<file path="config.mk">
export PLATFORM = sky130hd
export DESIGN_NAME = nlm_norm_div
export DESIGN_NICKNAME = d
export VERILOG_FILES = /design/src/rtl/nlm_pkg.sv /design/src/rtl/nlm_div_step.sv /design/src/rtl/nlm_norm_div.sv
export SDC_FILE = /design/constraint.sdc
export NUM_CORES = 1
export LEC_CHECK = 0
export CELL_PAD_IN_SITES_DETAIL_PLACEMENT = 0
export CELL_PAD_IN_SITES_GLOBAL_PLACEMENT = 1
export CORE_MARGIN = 5
export CORE_UTILIZATION = 35
export CTS_BUF_LIST = sky130_fd_sc_hd__clkbuf_8
export DETAILED_ROUTE_END_ITERATION = 8
export PLACE_DENSITY_LB_ADDON = 0.1
export SYNTH_ARGS = -nofsm -noshare
export SYNTH_HDL_FRONTEND = slang
export SYNTH_SLANG_ARGS = --single-unit
</file>
<file path="constraint.sdc">
create_clock -name clk -period 5.14 [get_ports clk]
set_input_delay 1.028 -clock clk [delete_from_list [all_inputs] [get_ports clk]]
set_output_delay 1.028 -clock clk [all_outputs]
set_load 0.005 [all_outputs]
</file>
<file path="src/rtl/nlm_pkg.sv">
// Shared types, default widths and the saturation helper for the NLM
// normalisation divider.
package nlm_pkg;

    typedef enum logic [1:0] {
        IDLE = 2'd0,
        DIV  = 2'd1,
        DONE = 2'd2
    } state_t;

    localparam int NLM_DATA_WIDTH       = 16;
    localparam int NLM_PIX_SUM_WIDTH    = 32;
    localparam int NLM_WEIGHT_SUM_WIDTH = 32;

    // Clamp an unsigned quotient to the largest value representable in dw bits.
    function automatic logic [63:0] sat_u(input logic [63:0] q, input int unsigned dw);
        logic [63:0] max_v;
        max_v = (64'd1 << dw) - 64'd1;
        if (q > max_v) begin
            sat_u = max_v;
        end else begin
            sat_u = q;
        end
    endfunction

endpackage

</file>
<file path="src/rtl/nlm_div_step.sv">
// One restoring-division step: shift the next numerator bit into the partial
// remainder and subtract the divisor when it fits.
module nlm_div_step #(
    parameter int W = 32
) (
    input  logic [W:0]   rem_i,
    input  logic         num_bit_i,
    input  logic [W-1:0] den_i,
    output logic [W:0]   rem_o,
    output logic         q_o
);

    logic [W+1:0] shifted_s;
    logic         fits_s;

    // Trial subtraction; the partial remainder never reaches the top bit, so
    // dropping it on the way out loses nothing.
    always_comb begin
        shifted_s = {rem_i, num_bit_i};
        fits_s    = (shifted_s >= {2'b00, den_i});
        q_o       = fits_s;
        if (fits_s) begin
            rem_o = (W+1)'(shifted_s - {2'b00, den_i});
        end else begin
            rem_o = (W+1)'(shifted_s);
        end
    end

endmodule

</file>
<file path="src/rtl/nlm_norm_div.sv">
// Terminal stage of the NLM PE chain: pix_o = sat(round(pix_sum / weight_sum)),
// computed by a bit-serial restoring divider behind valid/ready handshakes.
// A zero weight sum falls back to the unfiltered centre pixel.
module nlm_norm_div
    import nlm_pkg::*;
#(
    parameter int DATA_WIDTH       = NLM_DATA_WIDTH,
    parameter int PIX_SUM_WIDTH    = NLM_PIX_SUM_WIDTH,
    parameter int WEIGHT_SUM_WIDTH = NLM_WEIGHT_SUM_WIDTH
) (
    input  logic                        clk,
    input  logic                        rst,
    input  logic                        valid_i,
    output logic                        ready_o,
    input  logic [PIX_SUM_WIDTH-1:0]    pix_sum_i,
    input  logic [WEIGHT_SUM_WIDTH-1:0] weight_sum_i,
    input  logic [DATA_WIDTH-1:0]       center_pix_i,
    output logic                        valid_o,
    input  logic                        ready_i,
    output logic [DATA_WIDTH-1:0]       pix_o
);

    localparam int NUM_WIDTH = PIX_SUM_WIDTH + 1;
    localparam int CNT_W     = $clog2(NUM_WIDTH);

    state_t                      state_q, state_d;
    logic [NUM_WIDTH-1:0]        num_q, num_d;
    logic [WEIGHT_SUM_WIDTH-1:0] den_q, den_d;
    logic [WEIGHT_SUM_WIDTH:0]   rem_q, rem_d;
    logic [NUM_WIDTH-1:0]        quo_q, quo_d;
    logic [CNT_W-1:0]            cnt_q, cnt_d;
    logic [DATA_WIDTH-1:0]       pix_q, pix_d;
    logic                        valid_q, valid_d;
    logic                        ready_q, ready_d;

    logic [WEIGHT_SUM_WIDTH:0]   step_rem_s;
    logic                        step_q_s;

    nlm_div_step #(
        .W (WEIGHT_SUM_WIDTH)
    ) u_step (
        .rem_i     (rem_q),
        .num_bit_i (num_q[cnt_q]),
        .den_i     (den_q),
        .rem_o     (step_rem_s),
        .q_o       (step_q_s)
    );

    // Next-state, datapath and handshake outputs; every target defaults to hold.
    always_comb begin
        state_d = state_q;
        num_d   = num_q;
        den_d   = den_q;
        rem_d   = rem_q;
        quo_d   = quo_q;
        cnt_d   = cnt_q;
        pix_d   = pix_q;
        valid_d = valid_q;
        ready_d = ready_q;
        case (state_q)
            IDLE: begin
                if (valid_i && ready_q) begin
                    // Adding half the divisor turns the truncating divide into round-half-up.
                    num_d   = NUM_WIDTH'(pix_sum_i) + NUM_WIDTH'(weight_sum_i >> 1);
                    den_d   = weight_sum_i;
                    rem_d   = '0;
                    quo_d   = '0;
                    cnt_d   = CNT_W'(NUM_WIDTH - 1);
                    ready_d = 1'b0;
                    if (weight_sum_i == '0) begin
                        state_d = DONE;
                        pix_d   = center_pix_i;
                        valid_d = 1'b1;
                    end else begin
                        state_d = DIV;
                    end
                end else begin
                    ready_d = 1'b1;
                end
            end
            DIV: begin
                rem_d        = step_rem_s;
                quo_d[cnt_q] = step_q_s;
                if (cnt_q == '0) begin
                    state_d = DONE;
                    valid_d = 1'b1;
                    pix_d   = DATA_WIDTH'(sat_u(64'(quo_d), DATA_WIDTH));
                end else begin
                    cnt_d = cnt_q - CNT_W'(1);
                end
            end
            DONE: begin
                // Output held until the writer takes it; ready_o returns one cycle later.
                if (ready_i) begin
                    state_d = IDLE;
                    valid_d = 1'b0;
                    ready_d = 1'b1;
                end else begin
                    valid_d = 1'b1;
                end
            end
            default: begin
                state_d = IDLE;
                valid_d = 1'b0;
                ready_d = 1'b1;
            end
        endcase
    end

    // State and datapath registers; reset discards any in-flight job.
    always_ff @(posedge clk or posedge rst) begin
        if (rst) begin
            state_q <= IDLE;
            num_q   <= '0;
            den_q   <= '0;
            rem_q   <= '0;
            quo_q   <= '0;
            cnt_q   <= '0;
            pix_q   <= '0;
            valid_q <= 1'b0;
            ready_q <= 1'b1;
        end else begin
            state_q <= state_d;
            num_q   <= num_d;
            den_q   <= den_d;
            rem_q   <= rem_d;
            quo_q   <= quo_d;
            cnt_q   <= cnt_d;
            pix_q   <= pix_d;
            valid_q <= valid_d;
            ready_q <= ready_d;
        end
    end

    assign ready_o = ready_q;
    assign valid_o = valid_q;
    assign pix_o   = pix_q;

endmodule

</file>
**After elaboration in Yosys (flattened, before gate mapping)**

Index checks and enable logic that the tools add are counted.
Widths: inputs -> output; s select.

- Register bits: 157
- Input bits: 84
- Output and inout port bits: 18
- Word-level logic and storage cells: 67

- $add $sub $neg: 3
- Order comparisons: 4
- Equality and inequality tests: 7
- Muxes and demuxes: 30
- Bitwise gates (word level): 1
- Reduce and logical (&&, ||, !) cells: 13

Operators with widths:

| cell | number |
|---|---|
| $pmux 33 s2 | 2 |
| $mux 33 | 2 |
| $mux 16 | 4 |
| $ge 34x32->1 | 1 |
| $add 32x31->33 | 1 |
| $bwmux 33 | 1 |
| $gt 33x16->1 const B | 1 |
| $sub 33x32->33 | 1 |
| $logic_not 32->1 | 1 |
| $pmux 16 s2 | 1 |
| $mux 6 | 2 |
| $pmux 6 s2 | 1 |
| $ne 2x2->1 const B | 5 |
| $reduce_and 3->1 | 3 |
| $mux 1 | 8 |
| $mux 2 | 4 |
| $lt 6x7->1 const B | 1 |
| $bmux 1 s6 | 1 |
| $demux 1 s6 | 1 |
| $ge 6x1->1 const B | 1 |
| $logic_not 6->1 | 1 |
| $pmux 1 s3 | 2 |
| $pmux 2 s3 | 1 |
| $reduce_and 2->1 | 3 |
| 8 further kinds | 9 |

**Logic depth before layout (Yosys ltp)**

Gate-level depths: netlist of the first run.

- Depth in word-level cells: 9
- Gate-level depth with buffers: 20
- Depth with buffers taken out: 16

**Cells and area by module**

From an unflattened synthesis of the first run, not the netlist that was laid out.

- Cells, all modules: 1364
- Area, all modules: 11105.7 sq um

By module, submodules not included:

| module | instances | cells each | area each (sq um) | seq. area each (sq um) |
|---|---|---|---|---|
| nlm_norm_div | 1 | 1040 | 8891.0 | 3930.0 |
| nlm_div_step | 1 | 324 | 2214.6 | 0.0 |

**Worst setup path before layout of the first run**

Ideal clock, no wire load.

- Path type: flip-flop to flip-flop
- Start: reg cnt_q[2]
- End: reg rem_q[31]
- Library setup time: 0.128 ns
- Data arrival time: 3.913 ns
- Data required time: 5.012 ns
- Path slack: 1.099 ns
- Stages on the path, launching flop included: 19
- Path buffers: 4
- Cells stage by stage: dfrtp_1 -> clkbuf_1 -> buf_2 -> nor3b_1 -> a22o_1 -> a221oi_1 -> a31oi_1 -> a211oi_1 -> ha_1 -> fa_1 -> nor2b_1 -> o31ai_1 -> a211o_1 -> a31o_1 -> a31o_1 -> buf_6 -> buf_6 -> nor4_1 -> o21ai_1

- Longest elaborated chain between the ends: 5
- Elaborated cells on any way between the ends: 6
- Classes of those cells: 1 x add/sub; 1 x order compare; 4 x mux

RTL lines:

| item | line | RTL |
|---|---|---|
| from (decl) | nlm_norm_div.sv:31 | `logic [CNT_W-1:0] cnt_q, cnt_d;` |
| from (signal assigned) | nlm_norm_div.sv:128 | `cnt_q <= cnt_d;` |
| $bmux 1 s6 (*) | nlm_norm_div.sv:43 | `.num_bit_i (num_q[cnt_q]),` |
| $mux 1 (not written as such) (*) | nlm_norm_div.sv:43 |  |
| $sub 33x32->33 or $ge 34x32->1 (tied branches) | nlm_div_step.sv:23, nlm_div_step.sv:20 |  |
| $mux 33 (*) | nlm_div_step.sv:22 | `if (fits_s) begin` |
| $pmux 33 s2 (*) | nlm_norm_div.sv:60 | `case (state_q)` |
| to (signal assigned) | nlm_norm_div.sv:126 | `rem_q <= rem_d;` |
| to (decl) | nlm_norm_div.sv:29 | `logic [WEIGHT_SUM_WIDTH:0] rem_q, rem_d;` |

Every way passes the cells marked *; elsewhere a longest branch is shown, timed or not. The select of a mux whose other input is x is not followed.
A chain may end at the register's enable or synchronous reset.

**Worst setup path in the final report of the first run**

- Start: reg cnt_q[2]
- End: reg rem_q[27]

The elaborated chain is that of the path after synthesis.

==> parameters.txt, run 1 <==
Parameter                              Value

Outcome
  Run status ... finished, final reports clean

Critical path
  Startpoint of the lowest-slack register-to-register path ... cnt_q[2]
  Highest net fanout along the worst path ... 31
  Required time worst endpoint ... roughly 5.5 ns
  Critical path capture point type ... flop
  Flop-to-flop setup slack ... approximately 0.49 ns
  Start point of the critical path ... cnt_q[2]
  Worst flop-to-flop path endpoint ... rem_q[27]
  Signal arrival time at the worst endpoint ... about 5.0 ns
  Critical path start-end classification ... flop to flop
  Worst reg-to-reg path cell count ... 18
  Startpoint kind of the worst setup timing path ... flop
  End of the critical path ... rem_q[27]

STA
  Ratio of final minimum period to clock period ... between 90 and 100%
  RSZ-0062 raised after global routing ... false
  Final-report max-slew violation count ... 0
  Final worst clock skew ... 0.0161 ns
  Max Clock Freq ... approximately 220 MHz
  Post-layout minimum cycle time ... approximately 4.6 ns
  Total negative setup slack ... 0 ns
  Slew HR ... between 40% and 50%
  Total count of hold-check failures in the final report ... 0
  Worst slew pin tran ... roughly 0.84 ns
  Final Setup Violations ... 0

Pwr
  Power density cells ... 635 nW/um2
  Switching share of total power ... about half
  Pwr Total ... approximately 8.1 mW
  Static leakage ... about 5.4 nW
  Sequential cell fraction of total power ... between 20% and 30%
  Highest ir drop seen on vdd ... roughly 370 uV
  Design internal power ... between 4 and 5 mW
  Sw Pwr ... between 3 and 4 mW
  Combinational fraction of design power ... about 62%
  Clock network power share ... between 10% and 20%

Clocking
  Number of buffers added to fix hold violations after cts ... 0
  Number of clock buffers inserted by TritonCTS ... 17
  Clock transition at the registers of the reported paths ... 0.09 ns
  Number of clock sinks seen by CTS ... between 150 and 200
  Buffer cell driving the clock tree root ... sky130_fd_sc_hd__clkbuf_8
  Clock tree from TritonCTS ... done
  Post-CTS setup repair buffer count ... 0
  Number of buffers on the longest clock path ... 2
  Worst-Skew Late Latency ... about 0.46 ns
  CTS H-tree lvls ... 4

Route
  DRT Pass-1 Iters ... 6
  Mean number of vias per cell ... 5.63
  DRC violation total after the first TritonRoute iteration ... roughly 750
  Detailed-route via count ... 10063
  Total length of routed wires ... around 36000 um
  Routed wl met3 ... 1490 um
  WL per Instance ... just under 20 um
  Routed length on met1 ... between 15000 and 20000 um
  Detail Route met2 WL ... ~16000 um
  Highest metal used ... met4
  Number of antenna-violating nets in the routed design ... 0
  Remaining DRCs ... 0

Die
  Die ar. ... between 30000 and 40000 um2
  I/O pin cnt ... approximately 100
  Die width ... roughly 190 um
  Starting Density ... between 30% and 40%
  Y dimension of the die ... 186 um
  Standard-cell row count ... 64
  Core Region ... around 31000 um2

Global route
  Via count of the first global-routing pass ... between 9000 and 10000
  Wire length of the first global-routing pass ... 57000 um
  GRT overflow ... 0
  GRT Util Overall ... between 20% and 30%
  Antenna violations before repair ... 0
  Largest net degree at the start of global routing ... 119

Yosys
  Syn_nets ... 1458
  Most frequently used flop master after synthesis ... sky130_fd_sc_hd__dfrtp_1
  Mean instance size in the synthesized netlist ... between 8 and 9 um2
  Synthesized area ... 10900 um2
  Seq cells post-synth ... 157
  Proportion of register bits with asynchronous set or reset after synthesis ... 100%
  Fraction of the yosys area taken by sequential cells ... a little over a third
  Post-synthesis cell type with the largest combined area ... sky130_fd_sc_hd__dfrtp_1
  Number of distinct standard cells referenced by the synthesized netlist ... just under 80
  Post-synth EDFFs ... 0
  Cells taking the most area after synthesis ... sky130_fd_sc_hd__dfrtp_1 (36%), sky130_fd_sc_hd__o21ai_0 (9.0%), sky130_fd_sc_hd__ha_1 (7.3%)
  Synth top area share ... approximately 36%
  Syn. warnings ... 0
  Synth Instances ... 1308

Cells and area
  Final design utilization ... roughly two fifths
  Nets ... about 1500
  Footprint of the multi-input gates ... 6500 um2
  Storage cell area ... 3930 um2
  Antenna diode count ... 0
  Commonest non-fill, non-tap cell in the layout ... sky130_fd_sc_hd__o21ai_0
  Commonest cells after routing, fill and taps aside ... sky130_fd_sc_hd__o21ai_0 (196), sky130_fd_sc_hd__nand2_1 (160), sky130_fd_sc_hd__dfrtp_1 (155), sky130_fd_sc_hd__clkdlybuf4s50_1 (101), sky130_fd_sc_hd__a21oi_1 (99)
  Share of layout cells above drive strength 1 ... 6.40%
  Area growth, synth to finish ... 16.7%
  Number of fillers in the final layout ... 3161

Hold path
  Classification of the worst-slack hold path ... flop to flop
  Number of cells on the worst hold path ... 2

Flow run
  Number of max-capacitance violations reported ... 0

Place
  Final HPWL DP ... ~27000 um
  Global placement routability congestion ... ~0.89
  Number of I/O port buffers ... 101
## routing by layer
layer | vias to the layer above | GRT usage (%)
li1 | 4924 | -
met1 | 4869 | 28.6
met2 | 241 | 32.0
met3 | 29 | 3.49
met4 | 0 | 4.88
met5 | - | 0
## synth_stat cells (7+ instances only)
cell,count
sky130_fd_sc_hd__o21ai_0,196
sky130_fd_sc_hd__nand2_1,160
sky130_fd_sc_hd__dfrtp_1,156
sky130_fd_sc_hd__a21oi_1,99
sky130_fd_sc_hd__nor2_1,86
sky130_fd_sc_hd__ha_1,64
sky130_fd_sc_hd__clkbuf_1,52
sky130_fd_sc_hd__inv_1,50
sky130_fd_sc_hd__nand3_1,33
sky130_fd_sc_hd__nor3_1,24
sky130_fd_sc_hd__xnor2_1,23
sky130_fd_sc_hd__xor2_1,22
sky130_fd_sc_hd__a22o_1,21
sky130_fd_sc_hd__a21o_1,20
sky130_fd_sc_hd__nand2b_1,20
sky130_fd_sc_hd__o21a_1,16
sky130_fd_sc_hd__a211oi_1,15
sky130_fd_sc_hd__and3_1,14
sky130_fd_sc_hd__a32oi_1,12
sky130_fd_sc_hd__and2_1,12
sky130_fd_sc_hd__o31ai_1,12
sky130_fd_sc_hd__buf_2,11
sky130_fd_sc_hd__mux2i_1,11
sky130_fd_sc_hd__nor4_1,11
sky130_fd_sc_hd__o211ai_1,10
sky130_fd_sc_hd__o21ai_1,10
sky130_fd_sc_hd__a31oi_1,9
sky130_fd_sc_hd__nor2b_1,8
sky130_fd_sc_hd__o21bai_1,8
sky130_fd_sc_hd__nand3b_1,7
sky130_fd_sc_hd__or3_1,7
## flip-flops by register name, summed over array words and instances (netlist names), 2 cells and up
| signal | cells |
|---|---|
| num_q | 33 |
| quo_q | 33 |
| rem_q | 33 |
| den_q | 32 |
| pix_o | 16 |
| cnt_q | 6 |
| state_q | 2 |
## stage by stage
stage               setup slack, ns  hold WS, ns  std cells  cell area (um2)
finish                        0.493        0.490       1787            12700
global route                  0.135        0.522       1787            12700
floorplan                      1.10        0.444       1308            10900
global placement              0.549        0.469       1757            12300
CTS                           0.350        0.492       1787            12700
detailed placement            0.400        0.471       1757            12300
## final cells by class
cell class	instances	share of cell area [%]
Inverter	50	1.51
Multi-Input combinational cell	1031	51.1
Tap cell	396	3.90
Timing Repair Buffer	123	9.45
Sequential cell	157	30.9
Clock buffer	18	1.95
Clock inverter	12	1.15
## logic make-up after synthesis
| family | Yosys count | synth area share [%] |
|---|---|---|
| XOR/XNOR | 45 | 3.62 |
| AO/OA/AOI/OAI | 488 | 28.0 |
| AND/OR/NAND/NOR | 417 | 18.5 |
| multiplexers | 15 | 1.63 |
| adder cells (fa/ha/maj) | 66 | 7.71 |
| buffers and inverters | 120 | 4.55 |
| flip-flops | 157 | 36.1 |
## critical path, stage by stage, from the launching register on
cell                        delay, ns
sky130_fd_sc_hd__dfrtp_1         0.79
sky130_fd_sc_hd__nor2b_1         0.39
sky130_fd_sc_hd__nand2_1         0.08
sky130_fd_sc_hd__o21ai_0         0.08
sky130_fd_sc_hd__a2111oi_0       0.12
sky130_fd_sc_hd__a31oi_1         0.20
sky130_fd_sc_hd__a211oi_1        0.17
sky130_fd_sc_hd__ha_1            0.26
sky130_fd_sc_hd__fa_1            0.38
sky130_fd_sc_hd__nor2b_1         0.20
sky130_fd_sc_hd__o31ai_1         0.09
sky130_fd_sc_hd__buf_4           0.16
sky130_fd_sc_hd__a211o_1         0.29
sky130_fd_sc_hd__a31o_1          0.24
sky130_fd_sc_hd__a31o_1          0.25
sky130_fd_sc_hd__buf_12          0.18
sky130_fd_sc_hd__nor2_4          0.39
sky130_fd_sc_hd__o311ai_1        0.19
sky130_fd_sc_hd__nand2_1         0.09
## power by group through the flow
stage | combinational (mW) | sequential, mW | clock [mW]
after floorplan | 3.69 | 1.93 | 0
after global placement | 4.99 | 2.13 | 0
after detailed placement | 5.00 | 2.13 | 0
after CTS | 5.03 | 2.11 | 1.00
after global routing | 5.60 | 2.17 | 1.05
final | 4.99 | 2.11 | 0.974
## worst min-delay path by stage
stage | start | endpoint | slack [ns]
after global routing | quo_q[10] | quo_q[10] | 0.52
final | num_q[6] | num_q[6] | 0.49
after CTS | num_q[2] | num_q[2] | 0.49
after detailed placement | num_q[2] | num_q[2] | 0.47
after floorplan | num_q[13] | num_q[13] | 0.44
after global placement | num_q[2] | num_q[2] | 0.47
## what timing repair did
action | in CTS | in global routing
setup endpoints to repair | 0 | 9
gates resized for setup | 0 | 2
endpoints found under the hold margin | 0 | 0
(Power assumes the default switching activity.)
==> run 2, diff against run 1 <==
==> config.mk (replaced) <==
export PLATFORM = sky130hd
export DESIGN_NAME = nlm_norm_div
export DESIGN_NICKNAME = d
export VERILOG_FILES = /design/src/rtl/nlm_pkg.sv /design/src/rtl/nlm_div_step.sv /design/src/rtl/nlm_norm_div.sv
export SDC_FILE = /design/constraint.sdc
export NUM_CORES = 1
export LEC_CHECK = 0
export CORE_MARGIN = 5
export CORE_UTILIZATION = 40
export CTS_BUF_LIST = sky130_fd_sc_hd__clkbuf_8
export DETAILED_ROUTE_END_ITERATION = 8
export SYNTH_ARGS = -nofsm -noshare
export SYNTH_HDL_FRONTEND = slang
export SYNTH_SLANG_ARGS = --single-unit
==> run 2 against run 1 <==
Count of clock-buffer cells in the layout down 1. Routed wire length down 9.5%. Clock power up 2.6%. Critical path depth unchanged. Combinational power down 3%. Sequential cell count unchanged. Utilization up 5.6 points. First-iteration DRC count up 22%. Via count down 1.1%. Sequential share of layout area up 0.13 points. Sequential power about the same.
==> parameters.txt, run 2 (synthesis results as in run 1) <==
Parameter                              Value

Critical path
  Required time worst endpoint ... 5.56 ns (+0.02 ns)
  Max stage delay cell, worst path ... sky130_fd_sc_hd__dfrtp_1
  Signal arrival time at the worst endpoint ... 5.10 ns (+0.06 ns)
  Highest net fanout along the worst path ... 26 (-16%)
  Startpoint kind of the worst setup timing path ... flop
  Critical path buffer and inverter count ... 2 (unchanged)
  Worst path top cell family by delay ... compound AO/OA/AOI/OAI gates
  Critical path, cell by cell ... and3_1 > nand2_1 > o21ai_0 > a2111oi_0 > a31oi_1 > a211oi_1 > ha_1 > fa_1 > nor2b_1 > o31ai_1 > buf_4 > a211o_1 > a31o_1 > a31o_1 > buf_4 > nor2_4 > o311ai_1 > nand2_1
  Critical path start-end classification ... flop to flop
  Slowest Stage Delay on Critical Path ... 0.77 ns (-0.02 ns)
  Critical path capture point type ... flop

Die
  Starting Density ... 40.6% (+5.0 points)
  Standard-cell row count ... 60 (-6.3%)
  Die width ... 175 um (-6.1%)
  Core Region ... 26900 um2 (-12%)
  Y dimension of the die ... 175 um (-6.1%)
  I/O pin cnt ... 102 (unchanged)
  Die ar. ... 30700 um2 (-12%)

Place
  Number of I/O port buffers ... 101 (unchanged)
  Global placement routability congestion ... 0.922 (+3.9%)
  Final HPWL DP ... 23800 um (-11%)

Route
  Number of antenna-violating nets in the routed design ... 0 (unchanged)
  Detailed-route via count ... 9950 (-1.1%)
  Total length of routed wires ... 32200 um (-9.5%)
  DRC violation total after the first TritonRoute iteration ... 910 (+22%)
  Remaining DRCs ... 0 (unchanged)
  WL per Instance ... 18.6 um (-6.7%)
  Mean number of vias per cell ... 5.74 (+2.0%)
  DRT Pass-1 Iters ... 8 (+2)

STA
  Final worst clock skew ... 0.0195 ns (+0.00335 ns)
  Final-report max-slew violation count ... 0 (unchanged)
  RSZ-0062 raised after global routing ... false
  Worst slew pin tran ... 0.891 ns (+0.0496 ns)
  Ratio of final minimum period to clock period ... 91.1% (+0.70 points)
  Total count of hold-check failures in the final report ... 0 (unchanged)
  Total negative setup slack ... 0 ns (unchanged)
  Final Setup Violations ... 0 (unchanged)
  Max Clock Freq ... 214 MHz (-0.76%)
  Post-layout minimum cycle time ... 4.68 ns (+0.0358 ns)
  Slew HR ... 40.6% (-3.0 points)

Cells and area
  Area growth, synth to finish ... 16.1%
  Footprint of the multi-input gates ... 6500 um2 (about the same)
  Final design utilization ... 47.1% (+5.6 points)
  Commonest cells after routing, fill and taps aside ... sky130_fd_sc_hd__o21ai_0 (196), sky130_fd_sc_hd__nand2_1 (160), sky130_fd_sc_hd__dfrtp_1 (156), sky130_fd_sc_hd__clkdlybuf4s50_1 (101), sky130_fd_sc_hd__a21oi_1 (99)
  Commonest non-fill, non-tap cell in the layout ... sky130_fd_sc_hd__o21ai_0
  Number of fillers in the final layout ... 2644 (-16%)
  Antenna diode count ... 0 (unchanged)
  Largest regs ... num_q x33, quo_q x33, rem_q x33
  Share of layout cells above drive strength 1 ... 6.39% (about the same)
  Nets ... 1529 (-0.065%)
  Storage cell area ... 3930 um2 (about the same)

Global route
  GRT overflow ... 0 (unchanged)
  Largest net degree at the start of global routing ... 158 (+33%)
  GRT Util Overall ... 20.8% (+0.75 points)
  Antenna violations before repair ... 0 (unchanged)
  Wire length of the first global-routing pass ... 51700 um (-9.2%)
  Via count of the first global-routing pass ... 9725 (-2.6%)

Outcome
  Run status ... finished, final reports clean

Pwr
  Static leakage ... 5.40 nW (about the same)
  Power density cells ... 628 nW/um2 (-1.2%)
  Highest ir drop seen on vdd ... 308 uV (-16%)

Clocking
  Post-cts resize count ... 0 (unchanged)
  Buffer cell driving the clock tree root ... sky130_fd_sc_hd__clkbuf_8
  Clock transition at the registers of the reported paths ... 0.10 ns (about the same)
  Number of clock sinks seen by CTS ... 157 (unchanged)
  Number of buffers added to fix hold violations after cts ... 0 (unchanged)
  Worst-Skew Late Latency ... 0.48 ns (+0.02 ns)
  Clock tree from TritonCTS ... done
  Post-CTS setup repair buffer count ... 0 (unchanged)
  CTS H-tree lvls ... 4 (unchanged)
  Number of clock buffers inserted by TritonCTS ... 17 (unchanged)
  Number of buffers on the longest clock path ... 2 (unchanged)

Hold path
  Classification of the worst-slack hold path ... flop to flop

Flow run
  Number of max-capacitance violations reported ... 0 (unchanged)
## run 2: cell count changes in the layout (fill, tap and decap cells not counted), sizes merged
cell,previous run,this run
inv,51,55
clkinv,5,8
bufinv,3,1
clkinvlp,3,1
buf,22,21
clkbuf,18,17
## run 2: cell type report
| type | instances | area share, % |
|---|---|---|
| clock buffer | 17 | 1.85 |
| inverter | 50 | 1.51 |
| multi-input combinational | 1031 | 51.3 |
| sequential | 157 | 31.0 |
| timing repair buffer | 122 | 9.33 |
| tap | 341 | 3.37 |
| clock inverter | 15 | 1.56 |
## run 2: where the power goes
group / total, mW / leakage (nW) / internal (mW) / switching [mW]
sequential: 2.08 / 1.99 / 1.72 / 0.366
combinational: 4.86 / 3.20 / 1.94 / 2.92
clock: 0.999 / 0.215 / 0.418 / 0.581
## run 2: through the flow
step	instance area [um2]	power [mW]	std cells	hold WS (ns)	setup WS, ns
2_1_floorplan	10900	5.62	1308	0.444	1.10
3_3_place_gp	12200	6.88	1701	0.460	0.702
3_5_place_dp	12200	6.94	1701	0.473	0.564
4_1_cts	12700	7.96	1733	0.495	0.541
5_1_grt	12700	8.66	1733	0.515	0.123
6_report	12700	7.94	1733	0.496	0.457
## run 2: path summary, 6_finish.rpt
check / from / end / depth (start not counted) / slack, ns
setup / recovery: cnt_q[0] / rem_q[27] / 18 / 0.46
hold / removal: num_q[4] / num_q[4] / 1 / 0.50
setup reg to reg: cnt_q[0] / rem_q[27] / 18 / 0.46
hold reg to reg: num_q[4] / num_q[4] / 1 / 0.50
max in group asynchronous: rst / valid_o / 3 / 3.36
min in group asynchronous: rst / num_q[13] / 3 / 1.09
## run 2: routing by layer
metal	share of wire [%]	vias to the layer above	GRT usage, %
met1	45	4758	27.7
met4	2.1	0	5.43
met5	0	-	0
met3	4.4	48	3.44
met2	48	226	35.5
li1	-	4918	-
==> run 3, diff against run 2 <==
--- a/config.mk
+++ b/config.mk
@@ -5,6 +5,7 @@
 export SDC_FILE = /design/constraint.sdc
 export NUM_CORES = 1
 export LEC_CHECK = 0
+export CORE_ASPECT_RATIO = 0.9
 export CORE_MARGIN = 5
 export CORE_UTILIZATION = 40
 export CTS_BUF_LIST = sky130_fd_sc_hd__clkbuf_8
==> constraint.sdc (replaced) <==
create_clock -name clk -period 5.22 [get_ports clk]
set_input_delay 1.044 -clock clk [delete_from_list [all_inputs] [get_ports clk]]
set_output_delay 1.044 -clock clk [all_outputs]
set_load 0.005 [all_outputs]
==> run 3 against run 2 <==
Largest cell class unchanged. Global-route usage about the same. Clock power down 9.0%. Non-clock buffer count down 2. Sequential share of layout area up 0.14 points.
==> parameters.txt, run 3 (synthesis results as in run 1) <==
Parameter                              Value

STA
  Worst Hold Margin ... 0.492 ns (-0.00352 ns)
  Total count of hold-check failures in the final report ... 0 (unchanged)
  Total negative setup slack ... 0 ns (unchanged)
  Ratio of final minimum period to clock period ... 89.7% (-1.4 points)
  Final worst clock skew ... 0.0161 ns (-0.00343 ns)
  Post-layout minimum cycle time ... 4.68 ns (+0.00110 ns)
  RSZ-0062 raised after global routing ... false
  Max Clock Freq ... 213 MHz (about the same)
  Worst slew pin tran ... 0.915 ns (+0.0241 ns)
  Slew HR ... 38.1% (-2.5 points)
  Final-report max-slew violation count ... 0 (unchanged)
  Final Setup Violations ... 0 (unchanged)

Critical path
  Worst path top cell family by delay ... compound AO/OA/AOI/OAI gates
  Flop-to-flop setup slack ... 0.54 ns (+0.08 ns)
  Critical path capture point type ... flop
  Critical path, cell by cell ... and3_1 > nand2_1 > o21ai_0 > a2111oi_0 > a31oi_1 > a211oi_1 > ha_1 > fa_1 > nor2b_1 > o31ai_1 > buf_4 > a211o_1 > a31o_1 > a31o_1 > buf_4 > nor2_4 > o311ai_1 > nand2_1
  Critical path buffer and inverter count ... 2 (unchanged)
  Required time worst endpoint ... 5.64 ns (+0.08 ns)
  Slowest Stage Delay on Critical Path ... 0.81 ns (+0.04 ns)
  Highest net fanout along the worst path ... 24 (-7.7%)
  Max stage delay cell, worst path ... sky130_fd_sc_hd__dfrtp_1
  Signal arrival time at the worst endpoint ... 5.11 ns (about the same)
  Critical path start-end classification ... flop to flop
  Startpoint kind of the worst setup timing path ... flop

Clocking
  Worst-Skew Late Latency ... 0.48 ns (about the same)
  CTS H-tree lvls ... 4 (unchanged)
  Number of clock buffers inserted by TritonCTS ... 17 (unchanged)
  Number of buffers on the longest clock path ... 2 (unchanged)
  Post-cts resize count ... 0 (unchanged)
  Buffer cell driving the clock tree root ... sky130_fd_sc_hd__clkbuf_8
  Clock transition at the registers of the reported paths ... 0.10 ns (about the same)
  Post-CTS setup repair buffer count ... 0 (unchanged)
  Number of buffers added to fix hold violations after cts ... 0 (unchanged)
  Clock tree from TritonCTS ... done
  Number of clock sinks seen by CTS ... 157 (unchanged)

Route
  Total length of routed wires ... 32100 um (-0.30%)
  Number of antenna-violating nets in the routed design ... 0 (unchanged)
  DRT Pass-1 Iters ... 5 (-3)
  Remaining DRCs ... 0 (unchanged)
  Detailed-route via count ... 9991 (+0.41%)
  Mean number of vias per cell ... 5.73 (-0.22%)
  DRC violation total after the first TritonRoute iteration ... 724 (-20%)
  WL per Instance ... 18.4 um (-0.93%)

Hold path
  Classification of the worst-slack hold path ... flop to flop

Cells and area
  Nets ... 1527 (-0.13%)
  Antenna diode count ... 0 (unchanged)
  Final design utilization ... 46.7% (-0.36 points)
  Commonest non-fill, non-tap cell in the layout ... sky130_fd_sc_hd__o21ai_0
  Share of layout cells above drive strength 1 ... 6.12% (-0.28 points)
  Commonest cells after routing, fill and taps aside ... sky130_fd_sc_hd__o21ai_0 (196), sky130_fd_sc_hd__nand2_1 (160), sky130_fd_sc_hd__dfrtp_1 (156), sky130_fd_sc_hd__clkdlybuf4s50_1 (101), sky130_fd_sc_hd__a21oi_1 (99)
  Largest regs ... num_q x33, quo_q x33, rem_q x33
  Area growth, synth to finish ... 15.6%
  Non-filler instance count after layout ... 1744 (+0.63%)
  Number of fillers in the final layout ... 2653 (+0.34%)

Flow run
  Number of max-capacitance violations reported ... 0 (unchanged)

Global route
  GR Layer Usage met3 ... 3.16% (-0.28 points)
  Antenna violations before repair ... 0 (unchanged)
  Wire length of the first global-routing pass ... 52100 um (+0.73%)
  Via count of the first global-routing pass ... 9790 (+0.67%)
  Largest net degree at the start of global routing ... 158 (unchanged)
  Routing usage on met1 ... 29.4% (+1.7 points)
  Highest-utilization routing layer at the global route stage ... met2
  GRT Util Overall ... 20.8% (-0.030 points)
  GR Layer Usage met2 ... 33.6% (-1.9 points)
  GRT overflow ... 0 (unchanged)

Die
  Die ar. ... 30700 um2 (about the same)
  Core Region ... 27000 um2 (+0.31%)
  I/O pin cnt ... 102 (unchanged)
  Starting Density ... 40.4% (-0.12 points)
  Die width ... 184 um (+5.1%)
  Standard-cell row count ... 57 (-5.0%)
  Y dimension of the die ... 167 um (-4.8%)

Pwr
  Clock network power share ... 11.7% (-0.9 points)
  Sequential cell fraction of total power ... 26.6% (+0.4 points)
  Switching share of total power ... 48.7% (about the same)
  Combinational fraction of design power ... 61.7% (+0.5 points)
  Sw Pwr ... 3.78 mW (-2.4%)
  Static leakage ... 5.37 nW (-0.71%)
  Power density cells ... 615 nW/um2 (-1.9%)
  Design internal power ... 3.98 mW (-2.4%)
  Highest ir drop seen on vdd ... 306 uV (-0.54%)

Place
  Global placement routability congestion ... 0.930 (+0.88%)
  Final HPWL DP ... 23700 um (-0.47%)
  Cell total after placement ... 1712 (+0.65%)
  Number of I/O port buffers ... 101 (unchanged)

Outcome
  Run status ... finished, final reports clean
run 3: cell count changes in the layout (fill, tap and decap cells not counted), sizes merged:
cell	change
clkinv	-5
inv	+1
buf	-2
clkinvlp	+4
run 3: layout make-up:
class	count	area, um2	area share [%]
Multi-Input combinational cell	1031	6500	51.6
Sequential cell	157	3930	31.2
Timing Repair Buffer	120	1170	9.25
Tap cell	354	443	3.51
Clock buffer	17	234	1.86
Inverter	50	191	1.52
Clock inverter	15	139	1.10
run 3: metrics by stage:
step                setup WS [ns]  power [mW]  instance area, um2
floorplan                    1.18        5.54               10900
detailed placement          0.678        6.83               12200
global route                0.172        8.45               12600
CTS                         0.612        7.76               12600
global placement            0.773        6.77               12200
finish                      0.536        7.76               12600
run 3: metal layers:
| metal | wire [um] | share of wire [%] |
|---|---|---|
| met1 | 15000 | 47 |
| met2 | 15100 | 47 |
| met3 | 1370 | 4.3 |
| met4 | 557 | 1.7 |
| met5 | 0 | 0 |
run 3: worst register-to-register path: cells and delay by family, from the launching register on:
kind	cells	cell delay, ns
adders and majority gates	2	0.63
buffers and inverters	2	0.40
DFF	1	0.81
AOI/OAI and AO/OA	9	1.56
and+or+nand+nor	5	1.24
run 3: path summary, 6_finish.rpt:
| check | startpoint | to | cells past startpoint |
|---|---|---|---|
| max in group asynchronous | rst | den_q[7] | 3 |
| setup / recovery | cnt_q[0] | rem_q[27] | 18 |
| hold reg to reg | num_q[18] | num_q[18] | 2 |
| min in group asynchronous | rst | quo_q[16] | 3 |
| hold / removal | num_q[18] | num_q[18] | 2 |
| setup reg to reg | cnt_q[0] | rem_q[27] | 18 |
run 3: power by group through the flow:
stage | registers [mW] | clock network, mW | logic [mW]
after floorplan | 1.90 | 0 | 3.63
after global placement | 2.08 | 0 | 4.69
after detailed placement | 2.08 | 0 | 4.75
after CTS | 2.06 | 0.932 | 4.76
after global routing | 2.13 | 0.978 | 5.34
final | 2.06 | 0.909 | 4.78
